[src/rtl/fan_drive_ctrl.sv]
// -----------------------------------------------------------------------------
// fan_drive_ctrl
// Battery-powered fan controller: a push button cycles the selected gear, the
// applied gear ramps one step per base tick toward the effective target, an
// optional natural-wind mode alternates between the selected gear and gear 1,
// and a battery model drains proportionally to the applied gear and recharges
// while the charger is connected.
//
// Ports
//   clk           in   system clock
//   rst_n         in   asynchronous active-low reset
//   btn_press     in   debounced single-cycle gear-advance pulse
//   charge_en     in   charger connected
//   mode          in   0 = manual, 1 = natural wind
//   gear_target   out  user-selected gear (GW bits)
//   gear_out      out  applied, ramped gear (GW bits)
//   pwm_out       out  registered motor drive
//   battery       out  charge level (BW bits)
//   battery_empty out  battery == 0
//   charging      out  charge_en && battery < BAT_MAX
//   tick          out  one-cycle base-tick pulse
// -----------------------------------------------------------------------------
module fan_drive_ctrl #(
    parameter int NUM_GEARS  = 3,
    parameter int TICK_DIV   = 10,
    parameter int BAT_MAX    = 99,
    parameter int BAT_INIT   = BAT_MAX,
    parameter int DRAIN_UNIT = 6,
    parameter int CHG_TICKS  = 2,
    parameter int PWM_STEP   = 4,
    parameter int NAT_TICKS  = 20,
    localparam int GW = $clog2(NUM_GEARS + 1),
    localparam int BW = $clog2(BAT_MAX + 1)
) (
    input  logic          clk,
    input  logic          rst_n,
    input  logic          btn_press,
    input  logic          charge_en,
    input  logic          mode,
    output logic [GW-1:0] gear_target,
    output logic [GW-1:0] gear_out,
    output logic          pwm_out,
    output logic [BW-1:0] battery,
    output logic          battery_empty,
    output logic          charging,
    output logic          tick
);

    localparam int TW = $clog2(TICK_DIV + 1);
    localparam int PP = NUM_GEARS * PWM_STEP;
    localparam int PW = $clog2(PP + 1);
    // Holds the largest pre-subtract sum: (DRAIN_UNIT-1) + NUM_GEARS.
    localparam int AW = $clog2(DRAIN_UNIT + NUM_GEARS);
    localparam int CW = $clog2(CHG_TICKS + 1);
    localparam int NW = $clog2(NAT_TICKS + 1);

    typedef enum logic {
        PH_HIGH = 1'b0,
        PH_LOW  = 1'b1
    } nat_phase_t;

    logic [TW-1:0] tick_cnt_r, tick_cnt_nxt_s;
    logic          tick_r;
    logic [GW-1:0] gear_target_r, gear_target_nxt_s;
    logic [GW-1:0] gear_out_r, gear_out_nxt_s, eff_target_s;
    logic          mode_prev_r;
    logic [NW-1:0] nat_cnt_r, nat_cnt_nxt_s;
    nat_phase_t    nat_phase_r, nat_phase_nxt_s;
    logic [AW-1:0] acc_r, acc_nxt_s, acc_sum_s;
    logic          drain_s;
    logic [CW-1:0] chg_cnt_r, chg_cnt_nxt_s;
    logic          charge_s, charging_s, empty_s;
    logic [BW-1:0] battery_r, battery_nxt_s;
    logic [PW-1:0] pwm_cnt_r, pwm_cnt_nxt_s, duty_s;
    logic          pwm_out_r;

    // Base tick divider: wraps at TICK_DIV-1.
    always_comb begin
        if (tick_cnt_r == TW'(TICK_DIV - 1)) begin
            tick_cnt_nxt_s = TW'(1'b0);
        end else begin
            tick_cnt_nxt_s = tick_cnt_r + TW'(1'b1);
        end
    end

    // Battery status decode, follows the battery register directly.
    always_comb begin
        empty_s    = (battery_r == BW'(1'b0));
        charging_s = charge_en && (battery_r < BW'(BAT_MAX));
    end

    // Selected gear: button advances with wrap, an empty battery forces off.
    always_comb begin
        if (empty_s) begin
            gear_target_nxt_s = GW'(1'b0);
        end else if (btn_press) begin
            if (gear_target_r == GW'(NUM_GEARS)) begin
                gear_target_nxt_s = GW'(1'b0);
            end else begin
                gear_target_nxt_s = gear_target_r + GW'(1'b1);
            end
        end else begin
            gear_target_nxt_s = gear_target_r;
        end
    end

    // Natural-wind phase: restarts HIGH on any target or mode change.
    always_comb begin
        nat_cnt_nxt_s   = nat_cnt_r;
        nat_phase_nxt_s = nat_phase_r;
        if ((gear_target_nxt_s != gear_target_r) || (mode != mode_prev_r)) begin
            nat_cnt_nxt_s   = NW'(1'b0);
            nat_phase_nxt_s = PH_HIGH;
        end else if (mode && tick_r) begin
            if (nat_cnt_r == NW'(NAT_TICKS - 1)) begin
                nat_cnt_nxt_s   = NW'(1'b0);
                nat_phase_nxt_s = (nat_phase_r == PH_HIGH) ? PH_LOW : PH_HIGH;
            end else begin
                nat_cnt_nxt_s = nat_cnt_r + NW'(1'b1);
            end
        end else begin
            nat_cnt_nxt_s   = nat_cnt_r;
            nat_phase_nxt_s = nat_phase_r;
        end
    end

    // Effective target: the LOW natural phase drops to gear 1.
    always_comb begin
        if (mode && (gear_target_r > GW'(1'b1)) && (nat_phase_r == PH_LOW)) begin
            eff_target_s = GW'(1'b1);
        end else begin
            eff_target_s = gear_target_r;
        end
    end

    // Applied gear: off is immediate, everything else ramps one step per tick.
    // Uses the registered target, so a press coinciding with a tick only
    // takes effect from the following tick.
    always_comb begin
        if (empty_s || (eff_target_s == GW'(1'b0))) begin
            gear_out_nxt_s = GW'(1'b0);
        end else if (tick_r) begin
            if (eff_target_s > gear_out_r) begin
                gear_out_nxt_s = gear_out_r + GW'(1'b1);
            end else if (eff_target_s < gear_out_r) begin
                gear_out_nxt_s = gear_out_r - GW'(1'b1);
            end else begin
                gear_out_nxt_s = gear_out_r;
            end
        end else begin
            gear_out_nxt_s = gear_out_r;
        end
    end

    // Drain accumulator: integrates applied gear per tick, one unit per DRAIN_UNIT.
    always_comb begin
        acc_sum_s = acc_r + AW'(gear_out_r);
        drain_s   = 1'b0;
        acc_nxt_s = acc_r;
        if (empty_s) begin
            acc_nxt_s = AW'(1'b0);
        end else if (tick_r && (gear_out_r != GW'(1'b0))) begin
            if (acc_sum_s >= AW'(DRAIN_UNIT)) begin
                acc_nxt_s = acc_sum_s - AW'(DRAIN_UNIT);
                drain_s   = 1'b1;
            end else begin
                acc_nxt_s = acc_sum_s;
            end
        end else begin
            acc_nxt_s = acc_r;
        end
    end

    // Charge counter: one unit every CHG_TICKS ticks, cleared when not charging.
    always_comb begin
        charge_s      = 1'b0;
        chg_cnt_nxt_s = chg_cnt_r;
        if (!charging_s) begin
            chg_cnt_nxt_s = CW'(1'b0);
        end else if (tick_r) begin
            if (chg_cnt_r == CW'(CHG_TICKS - 1)) begin
                chg_cnt_nxt_s = CW'(1'b0);
                charge_s      = 1'b1;
            end else begin
                chg_cnt_nxt_s = chg_cnt_r + CW'(1'b1);
            end
        end else begin
            chg_cnt_nxt_s = chg_cnt_r;
        end
    end

    // Battery level: drain and charge in the same tick cancel; saturating.
    always_comb begin
        case ({drain_s, charge_s})
            2'b10: begin
                if (battery_r != BW'(1'b0)) begin
                    battery_nxt_s = battery_r - BW'(1'b1);
                end else begin
                    battery_nxt_s = battery_r;
                end
            end
            2'b01: begin
                if (battery_r < BW'(BAT_MAX)) begin
                    battery_nxt_s = battery_r + BW'(1'b1);
                end else begin
                    battery_nxt_s = battery_r;
                end
            end
            default: battery_nxt_s = battery_r;
        endcase
    end

    // PWM period counter and duty threshold for the applied gear.
    always_comb begin
        if (pwm_cnt_r == PW'(PP - 1)) begin
            pwm_cnt_nxt_s = PW'(1'b0);
        end else begin
            pwm_cnt_nxt_s = pwm_cnt_r + PW'(1'b1);
        end
        duty_s = PW'(gear_out_r) * PW'(PWM_STEP);
    end

    // State registers.
    always_ff @(posedge clk or negedge rst_n) begin
        if (!rst_n) begin
            tick_cnt_r    <= TW'(1'b0);
            tick_r        <= 1'b0;
            gear_target_r <= GW'(1'b0);
            gear_out_r    <= GW'(1'b0);
            mode_prev_r   <= 1'b0;
            nat_cnt_r     <= NW'(1'b0);
            nat_phase_r   <= PH_HIGH;
            acc_r         <= AW'(1'b0);
            chg_cnt_r     <= CW'(1'b0);
            battery_r     <= BW'(BAT_INIT);
            pwm_cnt_r     <= PW'(1'b0);
            pwm_out_r     <= 1'b0;
        end else begin
            tick_cnt_r    <= tick_cnt_nxt_s;
            tick_r        <= (tick_cnt_nxt_s == TW'(TICK_DIV - 1));
            gear_target_r <= gear_target_nxt_s;
            gear_out_r    <= gear_out_nxt_s;
            mode_prev_r   <= mode;
            nat_cnt_r     <= nat_cnt_nxt_s;
            nat_phase_r   <= nat_phase_nxt_s;
            acc_r         <= acc_nxt_s;
            chg_cnt_r     <= chg_cnt_nxt_s;
            battery_r     <= battery_nxt_s;
            pwm_cnt_r     <= pwm_cnt_nxt_s;
            pwm_out_r     <= (pwm_cnt_r < duty_s);
        end
    end

    assign gear_target   = gear_target_r;
    assign gear_out      = gear_out_r;
    assign pwm_out       = pwm_out_r;
    assign battery       = battery_r;
    assign battery_empty = empty_s;
    assign charging      = charging_s;
    assign tick          = tick_r;

endmodule

[config.mk]
export PLATFORM = sky130hd
export DESIGN_NAME = fan_drive_ctrl
export DESIGN_NICKNAME = d
export VERILOG_FILES = /design/src/rtl/fan_drive_ctrl.sv
export SDC_FILE = /design/constraint.sdc
export NUM_CORES = 1
export LEC_CHECK = 0
export BUFFER_PORTS_ARGS = -buffer_cell sky130_fd_sc_hd__buf_2
export CORE_MARGIN = 1
export CORE_UTILIZATION = 45
export CTS_CLUSTER_DIAMETER = 50
export DETAILED_ROUTE_END_ITERATION = 6
export PLACE_DENSITY_LB_ADDON = 0.08
export SYNTH_ARGS = -nofsm -noshare
export SYNTH_HDL_FRONTEND = slang
export SYNTH_SLANG_ARGS = --single-unit
export TNS_END_PERCENT = 30
[constraint.sdc]
create_clock -name clk -period 5.7 [get_ports clk]
set_input_delay 1.425 -clock clk [delete_from_list [all_inputs] [get_ports clk]]
set_output_delay 1.425 -clock clk [all_outputs]
set_load 0.02 [all_outputs]
==> Word level (Yosys, flattened, before mapping) <==
Cells that the tools add are included.
{ "totals": {"ff_bits": 34, "inputBits": 5, "out_inout_bits": 15, "elab_cells": 94} }
{ "op_classes": {"n_addsub": 11, "order_cmp": 6, "eq_ne": 13, "mux": 32, "n_reduce_logical": 20} }
{ "op_table": {"columns": ["operator", "n"], "rows": [
  ["2-bit 2-to-1 mux", 11],
  ["4-bit 2-to-1 mux", 5],
  ["5-bit 2-to-1 mux", 3],
  ["7-bit 2-to-1 mux", 2],
  ["7-bit case mux with 2 select lines", 1],
  ["4-bit == test (second input constant)", 3],
  ["2-bit nonzero test", 6],
  ["1-bit 2-to-1 mux", 10],
  ["4-bit by 1-bit adder with 4-bit output (second input constant)", 2],
  ["7-bit by 1-bit adder with 7-bit output (second input constant)", 1],
  ["7-bit logical NOT", 1],
  ["7-bit less-than comparator (second input constant)", 1],
  ["7-bit nonzero test", 1],
  ["7-bit by 1-bit subtractor with 7-bit output (second input constant)", 1],
  ["2-bit by 1-bit adder with 2-bit output (second input constant)", 3],
  ["5-bit by 1-bit adder with 5-bit output (second input constant)", 1],
  ["5-bit == test (second input constant)", 1],
  ["1-bit logical AND", 5],
  ["4-bit by 2-bit adder with 4-bit output", 1],
  ["2-bit by 1-bit == test with 1-bit output (second input constant)", 2],
  ["2-bit == test (second input constant)", 2],
  ["4-bit by 3-bit greater-or-equal comparator with 1-bit output (second input constant)", 1],
  ["4-bit less-than comparator", 1],
  ["2-bit inequality test (second input constant)", 2],
  ["13 further kinds", 15]
]} }

==> Logic depth before layout (Yosys ltp) <==
{ "logic_depth": {"word_depth": 9, "mapped_depth": 15, "depth_no_buf": 15} }

==> Worst setup path before layout <==
OpenSTA, ideal clock, no wires.
{ "synth_timing": {"path_kind": "reg2reg", "startpoint": "register gear_out_r[0] (netlist: gear_out[0])", "endpoint": "register battery_r[5] (netlist: battery[5])", "setup_time_ns": 0.091, "t_arrival_ns": 3.174, "t_required_ns": 5.609, "path_slack_ns": 2.435, "path_stages_with_launch": 16, "cell_sequence": "dfrtp_1 ha_1 inv_1 fa_1 xnor2_1 nand2_1 nand2_1 nand3_1 ha_1 inv_1 ha_1 a21oi_1 a21boi_0 o21a_1 o21a_1 o31ai_1"} }
{ "synth_via": {"elab_chain_len": 8} }
{ "synth_lines": {"columns": ["item", "line_no", "source"], "rows": [
  ["from (decl)", "65", "logic [GW-1:0] gear_out_r, gear_out_nxt_s, eff_target_s;"],
  ["from (signal assigned)", "229", "gear_out_r <= GW'(1'b0);"],
  ["from (signal assigned)", "242", "gear_out_r <= gear_out_nxt_s;"],
  ["4-bit by 2-bit adder with 4-bit output", "157", "acc_sum_s = acc_r + AW'(gear_out_r);"],
  ["4-bit by 3-bit greater-or-equal comparator with 1-bit output", "163", "if (acc_sum_s >= AW'(DRAIN_UNIT)) begin"],
  ["1-bit 2-to-1 mux", "163", null],
  ["1-bit 2-to-1 mux *", "162", "end else if (tick_r && (gear_out_r != GW'(1'b0))) begin"],
  ["1-bit 2-to-1 mux *", "160", "if (empty_s) begin"],
  ["2-bit == test or 2-bit by 1-bit == test with 1-bit output (tied branches)", "194", "case ({drain_s, charge_s})"],
  ["2-bit inequality test (no line) or 2-bit nonzero test (tied branches)", null, null],
  ["3-bit AND reduction (no line)", null, null],
  ["to (signal assigned)", "235", "battery_r <= BW'(BAT_INIT);"],
  ["to (signal assigned)", "248", "battery_r <= battery_nxt_s;"],
  ["to (decl)", "73", "logic [BW-1:0] battery_r, battery_nxt_s;"]
]} }
Every way passes the cells marked *; elsewhere a longest branch is shown, timed or not.
A chain may end at the register's enable or synchronous reset.

==> Worst setup path in the final report <==
Same ends and word-level chain as after synthesis.

==> impl_metrics.py <==
metrics = {
    "global_route": {
        "first_global_vias": 1487,
        "overflow": 0,
        "grt_max_degree": 35,
        "antenna_found_initial": 0,
        "grt_pass1_wl_mm": 6.86,
        "grt_usage_pct": 17.7,
    },
    "setup_path": {
        "cpPeakStageDelay_ps": 510,
        "critPathTopFamily": "adder cells",
        "regToRegSetupSlack_ps": 2140,
        "crit_top_cell": "ha_1",
        "crit_path_max_fanout": 9,
        "startpoint": "gear_out[0]",
        "endpoint_kind": "flip-flop",
        "crit_cells": 15,
        "rr_worst_depth": 15,
        "critPathCapture": "battery[5]",
        "cp_data_required_time_ps": 5890,
        "r2r_start": "gear_out[0]",
        "r2r_end": "battery[5]",
        "cp_num_buf_inv": 2,
        "crit_arrival_ps": 3760,
        "critical_path.cell_chain": "ha_1 -> inv_1 -> fa_1 -> xnor2_1 -> nand2_1 -> nand2_1 -> nand3_1 -> ha_1 -> inv_1 -> ha_1 -> a21oi_1 -> a21boi_0 -> o21a_1 -> o21a_1 -> o31ai_1",
        "critical_path_class": "reg2reg",
        "cp_slowest_cell": "dfrtp_1",
        "start_kind": "flip-flop",
    },
    "timing": {
        "finalCritPeriodShare_pct": 62.5,
        "hold-worst-slack_ps": 477,
        "worst_slew_pin_slew_ps": 735,
        "relSlewSlack_pct": 51.0,
        "clock_skew_ps": 13.1,
        "setup_ws_ps": 2140,
        "final_period_minus_worst_setup_slack_ps": 3560,
        "setup_violations": 0,
        "drv_slew": 0,
        "tns_ps": 0,
        "hold_viol": 0,
        "fmax_ghz": 0.281,
        "rsz0062_at_grt": "no",
    },
    "power": {
        "p_switching_mw": 0.0993,
        "p_total_mw": 0.488,
        "clockPowerShare_pct": 47.4,
        "power_frac_seq_pct": 49.7,
        "p_sw_share_pct": 20.4,
        "intPower_mw": 0.388,
        "combPwrFrac_pct": 2.9,
        "ir_drop_v": 0.000121,
        "power_density_nw_per_um2": 213,
        "leakage_nw": 1.09,
    },
    "finish": {
        "n_fill_cell": 407,
        "area_delta_synth_final_pct": 12.9,
        "antennaDiodeCount": 0,
        "fin_nets": 266,
        "utilization_pct": 52.6,
        "stdcell_area_um2": 2290,
        "drive_above_1_share_pct": 14.9,
        "stdcell_count": 294,
    },
    "cts": {
        "htree_levels": 2,
        "ctsLongestPathBuffers": 2,
        "clock_sinks": 34,
        "post_cts_resized": 0,
        "post-cts-setup-buffers": 0,
        "cts_buffers": 5,
        "cts_hold_buf": 0,
        "clk_root_buffer_cell": "clkbuf_8",
        "cts.clk_slew.worst_paths_ps": 80,
        "cts_tree": "yes",
        "clock_latency_ps": 290,
    },
    "place": {
        "io_buffer_count": 19,
        "dp_slack_ps": 2120,
        "dp_cells": 286,
        "dp_hpwl_mm": 2.75,
        "placed_area_um2": 2170,
        "place_congestion": 0.724,
    },
    "floorplanning": {
        "die_area_um2": 4780,
        "dieHeight_um": 69.1,
        "core-area_um2": 4350,
        "placementRows": 24,
        "fp.dieW_um": 69.1,
        "start_util_pct": 46.6,
        "boundaryPins": 20,
    },
    "drt": {
        "drt-wirelength-per-cell_um": 12.9,
        "totalWireLength_mm": 3.78,
        "dr.pass1.iters": 4,
        "vias_per_cell": 5.27,
        "drtIter0Drc": 100,
        "vias": 1548,
        "drc": 0,
        "ant_nets": 0,
    },
    "yosys": {
        "yosysSeqAreaShare_pct": 42.2,
        "syn_nets": 242,
        "synth_area_per_cell_um2": 9.35,
        "synth_cell_type_count": 43,
        "synth_flop_cell": "dfrtp_1",
        "synth_cells": 217,
        "netlist_area_um2": 2030,
        "synthArstFlopShare_pct": 100,
        "synth-edff-count": 0,
        "yosysWarnings": 0,
        "ys_ff_latch": 34,
    },
    "outcome": {
        "outcome": "completed",
    },
    "run": {
        "maxCapViolations": 0,
    },
    "hold_path": {
        "hp-class": "reg2reg",
    },
}
worst reg2reg max path, cell delays in order (launching register included):
cell and delay, ps:
dfrtp_1 510, ha_1 220, inv_1 50, fa_1 410, xnor2_1 280, nand2_1 110
nand2_1 110, nand3_1 100, ha_1 250, inv_1 240, ha_1 310, a21oi_1 160
a21boi_0 140, o21a_1 200, o21a_1 170, o31ai_1 220
cell type report:
| cell class | count | area [um^2] | area share (%) |
|---|---|---|---|
| Multi-Input combinational cell | 166 | 1100 | 48.0 |
| Inverter | 15 | 58.8 | 2.57 |
| Clock buffer | 7 | 86.3 | 3.77 |
| Timing Repair Buffer | 19 | 95.1 | 4.15 |
| Tap cell | 52 | 65.1 | 2.84 |
| Sequential cell | 34 | 856 | 37.4 |
| Clock inverter | 1 | 30.0 | 1.31 |
power groups by stage:
stage	clock network (mW)	logic [mW]	registers, mW
after floorplan	0	0.00595	0.247
after global placement	0	0.0153	0.247
after detailed placement	0	0.0150	0.247
after CTS	0.236	0.0151	0.242
after global routing	0.247	0.0169	0.242
final	0.231	0.0144	0.242
synth_stat cells (2+ instances only):
| cell type | n | area, um^2 |
|---|---|---|
| a21oi_1 | 15 | 75.1 |
| and3_1 | 2 | 12.5 |
| dfrtp_1 | 30 | 751 |
| dfstp_2 | 4 | 105 |
| fa_1 | 2 | 40.0 |
| ha_1 | 18 | 225 |
| inv_1 | 14 | 52.6 |
| mux2i_1 | 3 | 30.0 |
| nand2_1 | 26 | 97.6 |
| nand2b_1 | 2 | 12.5 |
| nand3_1 | 8 | 40.0 |
| nor2_1 | 19 | 71.3 |
| nor2b_1 | 5 | 31.3 |
| nor3_1 | 8 | 40.0 |
| o21a_1 | 4 | 30.0 |
| o21ai_0 | 13 | 65.1 |
| o21ai_1 | 3 | 15.0 |
| o31ai_1 | 2 | 15.0 |
| or3_1 | 2 | 12.5 |
| xnor2_1 | 11 | 96.3 |
| xor2_1 | 4 | 35.0 |
kinds of logic (layout without fill, tap and decap cells):
logic type | Yosys count | count (layout) | share of synthesized area (%)
multiplexers | 4 | 4 | 2.04
flip-flops | 34 | 34 | 42.2
adder cells (fa/ha/maj) | 20 | 20 | 13.1
AO/OA/AOI/OAI | 45 | 45 | 12.9
AND/OR/NAND/NOR | 82 | 82 | 19.7
XOR/XNOR | 15 | 15 | 6.48
buffers and inverters | 17 | 42 | 3.64
sequential cells by signal (all words and copies together), names as in the netlist, 2 cells and up:
| name | count |
|---|---|
| acc_r | 4 |
| gear_target | 2 |
| chg_cnt_r | 2 |
| gear_out | 2 |
| nat_cnt_r | 5 |
| battery | 7 |
| pwm_cnt_r | 4 |
| tick_cnt_r | 4 |
layout by cell type (no fill, tap or decap), drive strengths merged, types with 2 or more instances in the layout:
cell type / count
dfrtp: 30
nand2: 27
nor2: 19
buf: 19
ha: 18
o21ai: 16
a21oi: 15
inv: 15
xnor2: 11
nor3: 9
nand3: 8
clkbuf: 7
nor2b: 5
o21a: 4
xor2: 4
dfstp: 4
mux2i: 3
and3: 3
nand2b: 2
or3: 2
o31ai: 2
fa: 2
nor4: 2
metal layers:
metal | wire length [um] | track usage [%]
met1 | 1950 | 23.8
met2 | 1680 | 28.6
met5 | 0 | 0
met3 | 108 | 3.65
met4 | 39 | 5.44
worst min path at each step:
stage | startpoint | to | slack, ps | cells past startpoint
6_report | pwm_cnt_r[0] | pwm_cnt_r[0] | 480 | 1
5_1_grt | pwm_cnt_r[0] | pwm_cnt_r[0] | 490 | 1
4_1_cts | pwm_cnt_r[0] | pwm_cnt_r[0] | 470 | 1
3_5_place_dp | pwm_cnt_r[0] | pwm_cnt_r[0] | 460 | 1
3_3_place_gp | pwm_cnt_r[0] | pwm_cnt_r[0] | 460 | 1
2_1_floorplan | pwm_cnt_r[0] | pwm_cnt_r[0] | 430 | 1
Note: power is estimated with default switching activity, not from simulation.
